$ cat src/rtl/mdu_sequencer_if.sv
// rtl/mdu_sequencer_if.sv - request/result bundle between the EX stage and the multiply/divide sequencer
// Optional divzero signal is present when MDU_DIV0_FLAG_EN is defined.
interface mdu_sequencer_if #(
    parameter int WIDTH = 32
);
    logic             start;
    logic [1:0]       op;
    logic [WIDTH-1:0] srca;
    logic [WIDTH-1:0] srcb;
    logic             flush;
    logic             we_hi;
    logic             we_lo;
    logic [WIDTH-1:0] wdata;
    logic [WIDTH-1:0] hi;
    logic [WIDTH-1:0] lo;
    logic             busy;
    logic             done;
`ifdef MDU_DIV0_FLAG_EN
    logic             divzero;
`endif

    modport master (
        output start, op, srca, srcb, flush, we_hi, we_lo, wdata,
`ifdef MDU_DIV0_FLAG_EN
        input  divzero,
`endif
        input  hi, lo, busy, done
    );

    modport slave (
        input  start, op, srca, srcb, flush, we_hi, we_lo, wdata,
`ifdef MDU_DIV0_FLAG_EN
        output divzero,
`endif
        output hi, lo, busy, done
    );
endinterface

$ cat src/rtl/mdu_sequencer.sv
// rtl/mdu_sequencer.sv - radix-2 multiply/restoring-divide sequencer owning HI/LO
// Define MDU_DIV0_FLAG_EN to add the divzero completion flag.
module mdu_sequencer #(
    parameter int WIDTH = 32
) (
    input  logic           clk,
    input  logic           rst,
    mdu_sequencer_if.slave bus
);
    localparam int CW = $clog2(WIDTH);

    typedef enum logic [1:0] {IDLE, RUN, FIX, DONE} state_t;

    state_t           state, state_nxt;
    logic [CW-1:0]    count;
    logic [WIDTH-1:0] opnd;
    logic [WIDTH-1:0] upper;
    logic [WIDTH-1:0] lower;
    logic             is_div;
    logic             neg_p;
    logic             neg_r;
    logic [WIDTH-1:0] hi_q;
    logic [WIDTH-1:0] lo_q;

    logic             accept;
    logic             last_iter;
    logic             sign_a, sign_b;
    logic [WIDTH-1:0] mag_a, mag_b;
    logic [WIDTH:0]   mul_sum;
    logic [WIDTH:0]   div_shift;
    logic [WIDTH:0]   div_diff;
    logic             div_ok;
    logic [2*WIDTH-1:0] prod;
    logic [2*WIDTH-1:0] prod_fix;

    assign accept    = bus.start && !bus.flush && (state == IDLE || state == DONE);
    assign last_iter = (count == CW'(WIDTH - 1));

    // Signed ops (op[0]==0) work on magnitudes; the most negative value maps to 2^(WIDTH-1).
    assign sign_a = !bus.op[0] && bus.srca[WIDTH-1];
    assign sign_b = !bus.op[0] && bus.srcb[WIDTH-1];
    assign mag_a  = sign_a ? -bus.srca : bus.srca;
    assign mag_b  = sign_b ? -bus.srcb : bus.srcb;

    assign mul_sum   = {1'b0, upper} + (lower[0] ? {1'b0, opnd} : {(WIDTH+1){1'b0}});
    assign div_shift = {upper, lower[WIDTH-1]};
    assign div_diff  = div_shift - {1'b0, opnd};
    assign div_ok    = !div_diff[WIDTH];

    assign prod     = {upper, lower};
    assign prod_fix = neg_p ? -prod : prod;

    always_ff @(posedge clk or negedge rst) begin
        if (!rst) state <= IDLE;
        else      state <= state_nxt;
    end

    always_comb begin
        state_nxt = state;
        case (state)
            IDLE: if (accept) state_nxt = RUN;
            RUN: begin
                if (bus.flush)      state_nxt = IDLE;
                else if (last_iter) state_nxt = FIX;
            end
            FIX:  state_nxt = bus.flush ? IDLE : DONE;
            DONE: state_nxt = accept ? RUN : IDLE;
            default: state_nxt = IDLE;
        endcase
    end

    always_comb begin
        bus.busy = 1'b0;
        bus.done = 1'b0;
        case (state)
            RUN, FIX: bus.busy = 1'b1;
            DONE:     bus.done = 1'b1;
            default: ;
        endcase
    end

    // Multiplier lives in lower and shifts out LSB-first; dividend shifts out MSB-first.
    always_ff @(posedge clk or negedge rst) begin
        if (!rst) begin
            count  <= '0;
            opnd   <= '0;
            upper  <= '0;
            lower  <= '0;
            is_div <= 1'b0;
            neg_p  <= 1'b0;
            neg_r  <= 1'b0;
        end else if (accept) begin
            count  <= '0;
            is_div <= bus.op[1];
            opnd   <= bus.op[1] ? mag_b : mag_a;
            lower  <= bus.op[1] ? mag_a : mag_b;
            upper  <= '0;
            neg_p  <= (sign_a ^ sign_b) && !(bus.op[1] && bus.srcb == '0);
            neg_r  <= bus.op[1] ? sign_a : (sign_a ^ sign_b);
        end else if (state == RUN) begin
            count <= count + CW'(1);
            if (is_div) begin
                upper <= div_ok ? div_diff[WIDTH-1:0] : div_shift[WIDTH-1:0];
                lower <= {lower[WIDTH-2:0], div_ok};
            end else begin
                upper <= mul_sum[WIDTH:1];
                lower <= {mul_sum[0], lower[WIDTH-1:1]};
            end
        end
    end

    always_ff @(posedge clk or negedge rst) begin
        if (!rst) begin
            hi_q <= '0;
            lo_q <= '0;
        end else if (state == FIX) begin
            if (!bus.flush) begin
                if (is_div) begin
                    lo_q <= neg_p ? -lower : lower;
                    hi_q <= neg_r ? -upper : upper;
                end else begin
                    hi_q <= prod_fix[2*WIDTH-1:WIDTH];
                    lo_q <= prod_fix[WIDTH-1:0];
                end
            end
        end else if (state == IDLE || state == DONE) begin
            if (bus.we_hi) hi_q <= bus.wdata;
            if (bus.we_lo) lo_q <= bus.wdata;
        end
    end

    assign bus.hi = hi_q;
    assign bus.lo = lo_q;

`ifdef MDU_DIV0_FLAG_EN
    logic b_zero;
    logic dz_q;

    always_ff @(posedge clk or negedge rst) begin
        if (!rst) begin
            b_zero <= 1'b0;
            dz_q   <= 1'b0;
        end else begin
            if (accept) b_zero <= (bus.srcb == '0);
            dz_q <= (state == FIX) && !bus.flush && is_div && b_zero;
        end
    end

    assign bus.divzero = dz_q;
`endif
endmodule

$ cat src/flat_wrapper.sv
// flat-port wrapper written by rule: the top's interface ports become plain ports
module mdu_sequencer_flat 
#(
    parameter int WIDTH = 32
)
  (clk, rst, bus_start, bus_op, bus_srca, bus_srcb, bus_flush, bus_we_hi, bus_we_lo, bus_wdata, bus_hi, bus_lo, bus_busy, bus_done);
  mdu_sequencer_if #(.WIDTH(WIDTH)) bus_i ();
  input  logic clk;
  input  logic rst;
  input wire logic [$bits(bus_i.start)-1:0] bus_start;
  input wire logic [$bits(bus_i.op)-1:0] bus_op;
  input wire logic [$bits(bus_i.srca)-1:0] bus_srca;
  input wire logic [$bits(bus_i.srcb)-1:0] bus_srcb;
  input wire logic [$bits(bus_i.flush)-1:0] bus_flush;
  input wire logic [$bits(bus_i.we_hi)-1:0] bus_we_hi;
  input wire logic [$bits(bus_i.we_lo)-1:0] bus_we_lo;
  input wire logic [$bits(bus_i.wdata)-1:0] bus_wdata;
  output wire logic [$bits(bus_i.hi)-1:0] bus_hi;
  output wire logic [$bits(bus_i.lo)-1:0] bus_lo;
  output wire logic [$bits(bus_i.busy)-1:0] bus_busy;
  output wire logic [$bits(bus_i.done)-1:0] bus_done;
  assign bus_i.start = bus_start;
  assign bus_i.op = bus_op;
  assign bus_i.srca = bus_srca;
  assign bus_i.srcb = bus_srcb;
  assign bus_i.flush = bus_flush;
  assign bus_i.we_hi = bus_we_hi;
  assign bus_i.we_lo = bus_we_lo;
  assign bus_i.wdata = bus_wdata;
  assign bus_hi = bus_i.hi;
  assign bus_lo = bus_i.lo;
  assign bus_busy = bus_i.busy;
  assign bus_done = bus_i.done;
  mdu_sequencer #(.WIDTH(WIDTH)) u_core (.clk(clk), .rst(rst), .bus(bus_i));
endmodule
$ cat config.mk
export PLATFORM = sky130hd
export DESIGN_NAME = mdu_sequencer_flat
export DESIGN_NICKNAME = d
export VERILOG_FILES = /design/src/rtl/mdu_sequencer_if.sv /design/src/rtl/mdu_sequencer.sv /design/src/flat_wrapper.sv
export SDC_FILE = /design/constraint.sdc
export NUM_CORES = 1
export LEC_CHECK = 0
export CAP_MARGIN = 20
export CORE_MARGIN = 2
export CORE_UTILIZATION = 45
export DETAILED_ROUTE_END_ITERATION = 8
export GPL_TIMING_DRIVEN = 1
export PLACE_DENSITY = 0.66
export SYNTH_ARGS = -nofsm -noshare
export SYNTH_HDL_FRONTEND = slang
export SYNTH_SLANG_ARGS = --single-unit
$ cat constraint.sdc
create_clock -name clk -period 4.7 [get_ports clk]
set_input_delay 0.94 -clock clk [delete_from_list [all_inputs] [get_ports clk]]
set_output_delay 0.94 -clock clk [all_outputs]
set_load 0.01 [all_outputs]
======== Word level (Yosys, flattened, before mapping) ========
Index checks and enable logic that the tools add are counted.
W data, S select, Z words.
operators by class
  add/subtract/negate cells ............... 8
  equality and inequality tests ........... 7
  mux-type cells .......................... 36
  bitwise gates (word level) .............. 1
  reductions and logical operators ........ 21
operators with widths
  kind                   number
  $mux W32               24
  $neg A32 Y32           4
  $mux W64               1
  $neg A64 Y64           1
  $add A32 B33 Y33       1
  $sub A33 B32 Y33       1
  $logic_not A32 Y1      1
  $mux W5                2
  $mux W2                4
  $pmux W2 S4            1
  $reduce_bool A2 Y1     4
  $logic_and A1 B1 Y1    6
  $reduce_and A3 Y1      2
  $add A5 B1 Y5 const B  1
  $eq A5 B5 Y1 const B   1
  $eq A2 B2 Y1 const B   2
  $logic_not A1 Y1       4
  $mux W1                4
  $ne A3 B2 Y1 const B   1
  $eq A2 B1 Y1 const B   1
  $logic_not A2 Y1       1
  $ne A2 B1 Y1 const B   1
  $ne A2 B2 Y1 const B   1
  $reduce_and A2 Y1      1
  other kinds (3)        3
word-level totals
  register bits after elaboration ......... 170
  bits of input ports ..................... 104
  output and inout bits ................... 66
  word-level logic and storage cells ...... 83

======== Depth between registers and ports, before layout ========
Gate-level depths: netlist of run 1.
  depth after elaboration ................. 5
  gate-level depth with buffers ........... 15
  mapped depth without buffers ............ 13

======== Least setup slack after synthesis of run 1 ========
No wires, ideal clock.
  path kind ............................... flip-flop to flip-flop
  start point ............................. register u_core.lower[31]
  end point ............................... register u_core.upper[9]
  library setup time ...................... 134 ps
  arrival ................................. 3,052 ps
  data required time ...................... 4,566 ps
  path slack .............................. 1,514 ps
  stages on the path, launching flop included .. 16
  path buffers ............................ 3
  period minus slack after synthesis ...... 3,186 ps
  cells stage by stage .................... dfrtp_1 > clkbuf_1 > inv_1 > ha_1 > fa_1 > nand2b_1 > a21oi_1 > o211ai_1 > a31o_2 > a211oi_2 > or3_1 > clkbuf_2 > nand2_1 > buf_2 > a211oi_1 > o32ai_1
on the way
  word-level cells in the longest chain between the ends .. 5
ends and longest elaborated chain
  element                 line                  RTL
  start, declared         mdu_sequencer.sv:18   logic [WIDTH-1:0] lower;
  start signal, assigned  mdu_sequencer.sv:96   lower <= bus.op[1] ? mag_a : mag_b;
  start signal, assigned  mdu_sequencer.sv:104  lower <= {lower[WIDTH-2:0], div_ok};
  start signal, assigned  mdu_sequencer.sv:107  lower <= {mul_sum[0], lower[WIDTH-1:1]};
  $sub A33 B32 Y33        mdu_sequencer.sv:47   assign div_diff = div_shift - {1'b0, opnd};
  $mux W32                mdu_sequencer.sv:103  upper <= div_ok ? div_diff[WIDTH-1:0] : div_shift[WIDTH-1:0];
  $mux W32                mdu_sequencer.sv:102  if (is_div) begin
  $mux W32                mdu_sequencer.sv:100  end else if (state == RUN) begin
  $mux W32                mdu_sequencer.sv:92   end else if (accept) begin
  end signal, assigned    mdu_sequencer.sv:103
  end signal, assigned    mdu_sequencer.sv:106  upper <= mul_sum[WIDTH:1];
  end, declared           mdu_sequencer.sv:17   logic [WIDTH-1:0] upper;
No other way between the ends. The select of a mux whose other input is x is not followed.
A chain may end at the register's enable or synchronous reset.

======== Worst setup path after layout of run 1 ========
  start point ............................. register u_core.upper[0]
  end point ............................... register u_core.upper[2]
on the way
  word-level cells in the longest chain between the ends .. 5
  elaborated cells between the ends (all ways) .. 6
  those cells by class .................... add/sub (2); mux (4)
ends and longest elaborated chain
  element           line
  $sub A33 B32 Y33  mdu_sequencer.sv:47
  $mux W32          mdu_sequencer.sv:103
  $mux W32 *        mdu_sequencer.sv:102
  $mux W32 *        mdu_sequencer.sv:100
  $mux W32 *        mdu_sequencer.sv:92
Every way passes the cells marked *; elsewhere a longest branch is shown, timed or not. The select of a mux whose other input is x is not followed.

==> results of run 1 <==
[layout make-up]
cell class                 instances  share of cell area (%)
tap                              448                    3.11
timing repair buffer             209                    11.3
sequential                       170                    23.6
clock buffer                      21                    2.56
multi-input combinational       1600                    57.4
clock inverter                    11                   0.625
inverter                          67                    1.40
[worst paths after layout]
check	from	endpoint	slack, ps	cells after the start
max in group asynchronous	rst	u_core.bus.lo[27]	3200	2
max	u_core.upper[0]	u_core.upper[2]	490	12
max reg2reg	u_core.upper[0]	u_core.upper[2]	490	12
min reg2reg	u_core.bus.hi[31]	u_core.bus.hi[31]	480	2
min	rst	u_core.opnd[9]	450	1
min in group clk	u_core.bus.hi[31]	u_core.bus.hi[31]	480	2
[cell families (layout without fill, tap and decap cells)]
family,Yosys count,in the layout,synth area share [%]
buffers and inverters,191,308,4.85
flip-flops,170,170,27.8
adder cells (fa/ha/maj),77,77,6.39
multiplexers,68,68,4.45
AO/OA/AOI/OAI,658,658,27.4
AND/OR/NAND/NOR,631,631,19.6
XOR/XNOR,166,166,9.50
[cells in the final DEF (no fill, tap or decap), types with 5 or more instances in the layout]
cell	instances
clkbuf_16	17
or3_1	18
dfrtp_1	169
o211ai_1	64
xnor2_1	81
and2_1	10
or4_1	9
nor3_1	43
nor4_1	20
a21boi_0	7
xor2_1	85
clkdlybuf4s50_1	167
a21o_1	50
nand2_1	211
buf_4	38
nor2_1	185
a221oi_1	10
nand4_1	13
o21a_1	14
mux2i_1	68
o21bai_1	5
nor2b_1	22
nand3_1	31
a221o_1	6
inv_1	65
o31ai_1	26
o41ai_1	5
o21ai_0	195
a21oi_1	150
a31oi_1	20
a22oi_1	15
nand2b_1	20
a211oi_1	42
and3_1	18
ha_1	73
[state kept, by name (all words and copies together) (netlist names)]
register,count
u_core.opnd,32
u_core.bus.hi,32
u_core.is_div,1
u_core.neg_p,1
u_core.state,2
u_core.bus.lo,32
u_core.upper,32
u_core.lower,32
u_core.count,5
u_core.neg_r,1
[power by group through the flow]
stage	registers, mW	logic, mW	clock network, mW
after global routing	3.11	10.2	1.50
after CTS	3.01	9.22	1.43
after floorplan	2.82	6.14	0
after detailed placement	3.03	9.15	0
after global placement	3.02	9.12	0
final	3.05	9.46	1.43
[per-layer routing]
| metal | track usage, % | vias up |
|---|---|---|
| li1 | - | 7307 |
| met1 | 45.0 | 7418 |
| met2 | 47.4 | 738 |
| met3 | 5.44 | 92 |
| met4 | 12.1 | 0 |
| met5 | 0 | - |
[metrics by stage]
step                      worst slack [ps]  cell area (sq um)  total power, mW  cells
after floorplan                       1510              15300             8.96   1961
after global placement                 745              17400             12.1   2493
after detailed placement               656              17400             12.2   2493
after CTS                              628              18000             13.7   2525
after global routing                   402              18000             14.8   2526
final                                  490              18000             13.9   2526
==> impl_metrics.json, run 1 <==
{
  "synth_fp_nets": 2142,
  "finalSetupViolCount": 0,
  "synth_enable_flop_cells": 0,
  "worstPathRequired_ps": 5050,
  "core_sq_mm": 0.0335,
  "drv_slew": 0,
  "synth_cells": 1961,
  "rows": 67,
  "p_int_mw": 6.63,
  "root_buffer": "clkbuf_16",
  "finalHoldViolCount": 0,
  "io_pins": 170,
  "grt_antenna_before_repair": 0,
  "area_delta_synth_final_pct": 17.6,
  "crit_chain": "inv_1 -> fa_1 -> nand2b_1 -> a21oi_1 -> o211ai_1 -> a31o_2 -> a211oi_2 -> nor3_1 -> nor2_1 -> buf_4 -> o21ai_0 -> a221o_1",
  "die_w_microns": 188,
  "gp_congestion": 1.01,
  "port_buffers": 169,
  "syn_avg_cell_area_sq_um": 7.81,
  "crit_path_end_kind": "flop",
  "insertion_delay_ps": 460,
  "dieArea_sq_mm": 0.0355,
  "seqCellArea_sq_mm": 0.00426,
  "grt_pass1_wl_mm": 86.6,
  "yosys.area.top_type": "dfrtp_1",
  "drt-vias-per-instance": 6.16,
  "hold-worst-slack_ps": 447,
  "syn_area_sq_mm": 0.0153,
  "synth-seq-area-share_pct": 27.8,
  "critPathKind": "flop to flop",
  "p_comb_share_pct": 67.9,
  "grt_pass1_vias": 14429,
  "run_status": "complete, no violations",
  "postRouteAntennaNets": 0,
  "pwr-share-seq_pct": 21.9,
  "fmax_mhz": 238,
  "drive_above_1_share_pct": 5.00,
  "yosysMostFrequentCell": "nand2_1",
  "dpl.hpwl_mm": 44.2,
  "n_antenna_cell": 0,
  "post_cts_resized": 0,
  "p_clk_share_pct": 10.2,
  "die_y_microns": 188,
  "cts.clk_slew.worst_paths_ps": 70,
  "rsz0062_at_grt": "no",
  "start_util_pct": 45.7,
  "numCtsBuffers": 17,
  "highest_layer": "met4",
  "drt_pass1_iterations": 6,
  "ir_drop_v": 0.000396,
  "wl_met1_mm": 25.8,
  "wl_per_cell_microns": 22.5,
  "yosys-top-cells-count": "nand2_1 (212), o21ai_0 (195), nor2_1 (185)",
  "crit_buf_inv": 2,
  "totalWireLength_mm": 56.8,
  "grt_max_degree": 118,
  "finalSetupTns_ps": 0,
  "cp_top_family": "compound AO/OA/AOI/OAI gates",
  "grtUsageTotal_pct": 31.5,
  "finClkSkew_ps": 10.4,
  "cts_hold_buf": 0,
  "yosysTopAreaCellShare_pct": 27.8,
  "cts.sinks": 170,
  "drt-initial-drc-count": 1532,
  "fin_nets": 2246,
  "multi_input_area_sq_mm": 0.0103,
  "num_vias": 15555,
  "global_route.overflow_total": 0,
  "slowest_delay_ps": 690,
  "clockBufferDepth": 2,
  "wl_met3_mm": 4.60,
  "ys_ff_latch": 170,
  "period_share_pct": 89.6,
  "arrival_ps": 4560,
  "swShare_pct": 52.4,
  "cts_tree": "yes",
  "h-tree-depth": 4,
  "ys_top_cells_by_area": "dfrtp_1 (28%), o21ai_0 (6.4%), ha_1 (6.1%)",
  "power_density_mw_per_mm2": 774,
  "startpoint_type": "flop",
  "worstMarginPinSlew_ps": 1100,
  "cp_max_fo": 12,
  "n_fill_cell": 3228,
  "slew_headroom_pct": 26.2,
  "finalCriticalPeriod_ps": 4210,
  "wl_met2_mm": 24.3,
  "async_flop_share_pct": 100,
  "hold_class": "input port to asynchronous set/reset pin",
  "cts_setup_buffers": 0,
  "slowest_stage": "nor2_1",
  "fin_util_pct": 53.7,
  "drc": 0,
  "p_sw_mw": 7.31,
  "leakagePower_nw": 7.64,
  "ys.flop_type": "dfrtp_1",
  "cap_viol_max_count": 0,
  "synth_warnings": 0,
  "ys_types": 79
}
No activity file was read; power rests on OpenSTA's default activity.
==> run 2, diff against run 1 <==
Settings changed: CTS_CLUSTER_DIAMETER set to 60.
Clock period 4.7 ns to 4.5 ns, I/O delays scaled along.
==> run 2 against run 1 <==
Effect of this change:
- sequential cell count is the same
- non-clock buffer count increased by 7
- critical path depth grew 1
- cell count grew 0.24%
- sequential power increased by 7.2%
- utilization rose by 0.24 points
- fmax rose by 8.2%
- clock power grew 9%
- routed wire length increased by 1.2%
- critical path type unchanged
- highest routed layer unchanged
==> impl_metrics.json, run 2 (synthesis gave the netlist of run 1 again) <==
{
  "cap_viol_max_count": 0,
  "grt_antenna_before_repair": 0,
  "grtUsageTotal_pct": 31.8,
  "post_cts_resized": 0,
  "drt_pass1_iterations": 5,
  "slowest_delay_ps": 490,
  "n_fill_cell": 3232,
  "layout.cells.most_common_list": "nand2_1 (211), o21ai_0 (195), nor2_1 (185)",
  "finalCriticalPeriod_ps": 3890,
  "slew_headroom_pct": 47.5,
  "grt_pass1_wl_mm": 86.6,
  "worstMarginPinSlew_ps": 782,
  "dp.cells": 2499,
  "cts_hold_buf": 0,
  "port_buffers": 169,
  "fmax_mhz": 257,
  "period_share_pct": 86.5,
  "global_route.overflow_total": 0,
  "cp_max_fo": 14,
  "cts_setup_buffers": 0,
  "drt-initial-drc-count": 1643,
  "postRouteAntennaNets": 0,
  "power_density_mw_per_mm2": 814,
  "gp_congestion": 0.981,
  "start_util_pct": 45.7,
  "insertion_delay_ps": 460,
  "drc": 0,
  "run_status": "complete, no violations",
  "totalWireLength_mm": 57.5,
  "finalPower_mw": 14.7,
  "cts.clk_slew.worst_paths_ps": 70,
  "place_ws_ps": 655,
  "finalSetupTns_ps": 0,
  "n_antenna_cell": 0,
  "grt_pass1_vias": 14532,
  "die_w_microns": 188,
  "ir_drop_v": 0.000360,
  "startpoint_type": "flop",
  "critPathKind": "flop to flop",
  "cts_tree": "yes",
  "core_sq_mm": 0.0335,
  "final_common_cell": "nand2_1",
  "leakagePower_nw": 7.68,
  "dpl.hpwl_mm": 44.9,
  "h-tree-depth": 4,
  "wl_per_cell_microns": 22.7,
  "hold-worst-slack_ps": 442,
  "num_vias": 15623,
  "finalSetupViolCount": 0,
  "finalHoldViolCount": 0,
  "finClkSkew_ps": 16.9,
  "area_delta_synth_final_pct": 18.1,
  "drv_slew": 0,
  "die_y_microns": 188,
  "stdcell_count": 2532,
  "clockBufferDepth": 2,
  "cts.sinks": 170,
  "dieArea_sq_mm": 0.0355,
  "root_buffer": "clkbuf_16",
  "crit_path_end_kind": "flop",
  "hold_class": "input port to asynchronous set/reset pin",
  "drive_above_1_share_pct": 5.37,
  "fin_nets": 2253,
  "crit_chain": "inv_1 -> buf_4 -> nor2_1 -> ha_1 -> o21ai_0 -> o21ai_0 -> nand3_1 -> a31oi_1 -> a211oi_1 -> a31oi_1 -> xnor2_1 -> a31o_2 -> a211oi_1",
  "arrival_ps": 4250,
  "drt-vias-per-instance": 6.17,
  "slowest_stage": "inv_1",
  "numCtsBuffers": 17,
  "worstPathRequired_ps": 4860,
  "grt_max_degree": 77,
  "rows": 67,
  "setup_slack_ps": 608,
  "io_pins": 170,
  "rsz0062_at_grt": "no"
}
==> run 2: cell types whose count changed in the layout (fill, tap and decap cells not counted), sizes merged <==
cell / delta
clkinv: -3
bufinv: +1
clkinvlp: +2
buf: +7
clkbuf: -1
==> run 2: worst paths after layout <==
check                                  start                 to  depth (start not counted)  slack, ps
min in group clk           u_core.bus.lo[18]  u_core.bus.lo[18]                          2        480
min                                      rst    u_core.opnd[10]                          1        440
max in group asynchronous                rst   u_core.lower[23]                          2       3060
max                          u_core.lower[0]   u_core.upper[30]                         13        610
max reg2reg                  u_core.lower[0]   u_core.upper[30]                         13        610
min reg2reg                u_core.bus.lo[18]  u_core.bus.lo[18]                          2        480
==> run 2: area by class of cell <==
cell class / count / area (sq um) / area share (%)
inverter: 67 / 251 / 1.39
multi-input combinational: 1600 / 10300 / 57.2
tap: 448 / 561 / 3.10
clock inverter: 11 / 133 / 0.733
sequential: 170 / 4260 / 23.5
clock buffer: 20 / 467 / 2.58
timing repair buffer: 216 / 2080 / 11.5
==> run 2: metal layers <==
layer	share of wire (%)	track usage (%)
met3	8.2	5.87
met1	44	44.6
met2	44	48.8
met5	0	0
met4	3.5	11.9
==> run 2: per-stage QoR <==
stage	instance area (sq um)	util, %
6_report	18100	53.9
3_3_place_gp	17500	52.1
3_5_place_dp	17500	52.1
2_1_floorplan	15300	-
4_1_cts	18100	53.8
5_1_grt	18100	53.9
==> run 2: critical path, delay by kind of cell (launching register included) <==
family,cells,cell delay (ps)
xor+xnor,1,110
compound gates,7,1960
simple gates,2,240
fa+ha+maj,1,350
flops,1,380
buf+inv,2,740
==> run 2: power breakdown <==
group          internal (mW)  total (mW)  switching, mW
sequential              2.28        3.27          0.990
combinational           3.87        9.90           6.03
clock                  0.867        1.56          0.689
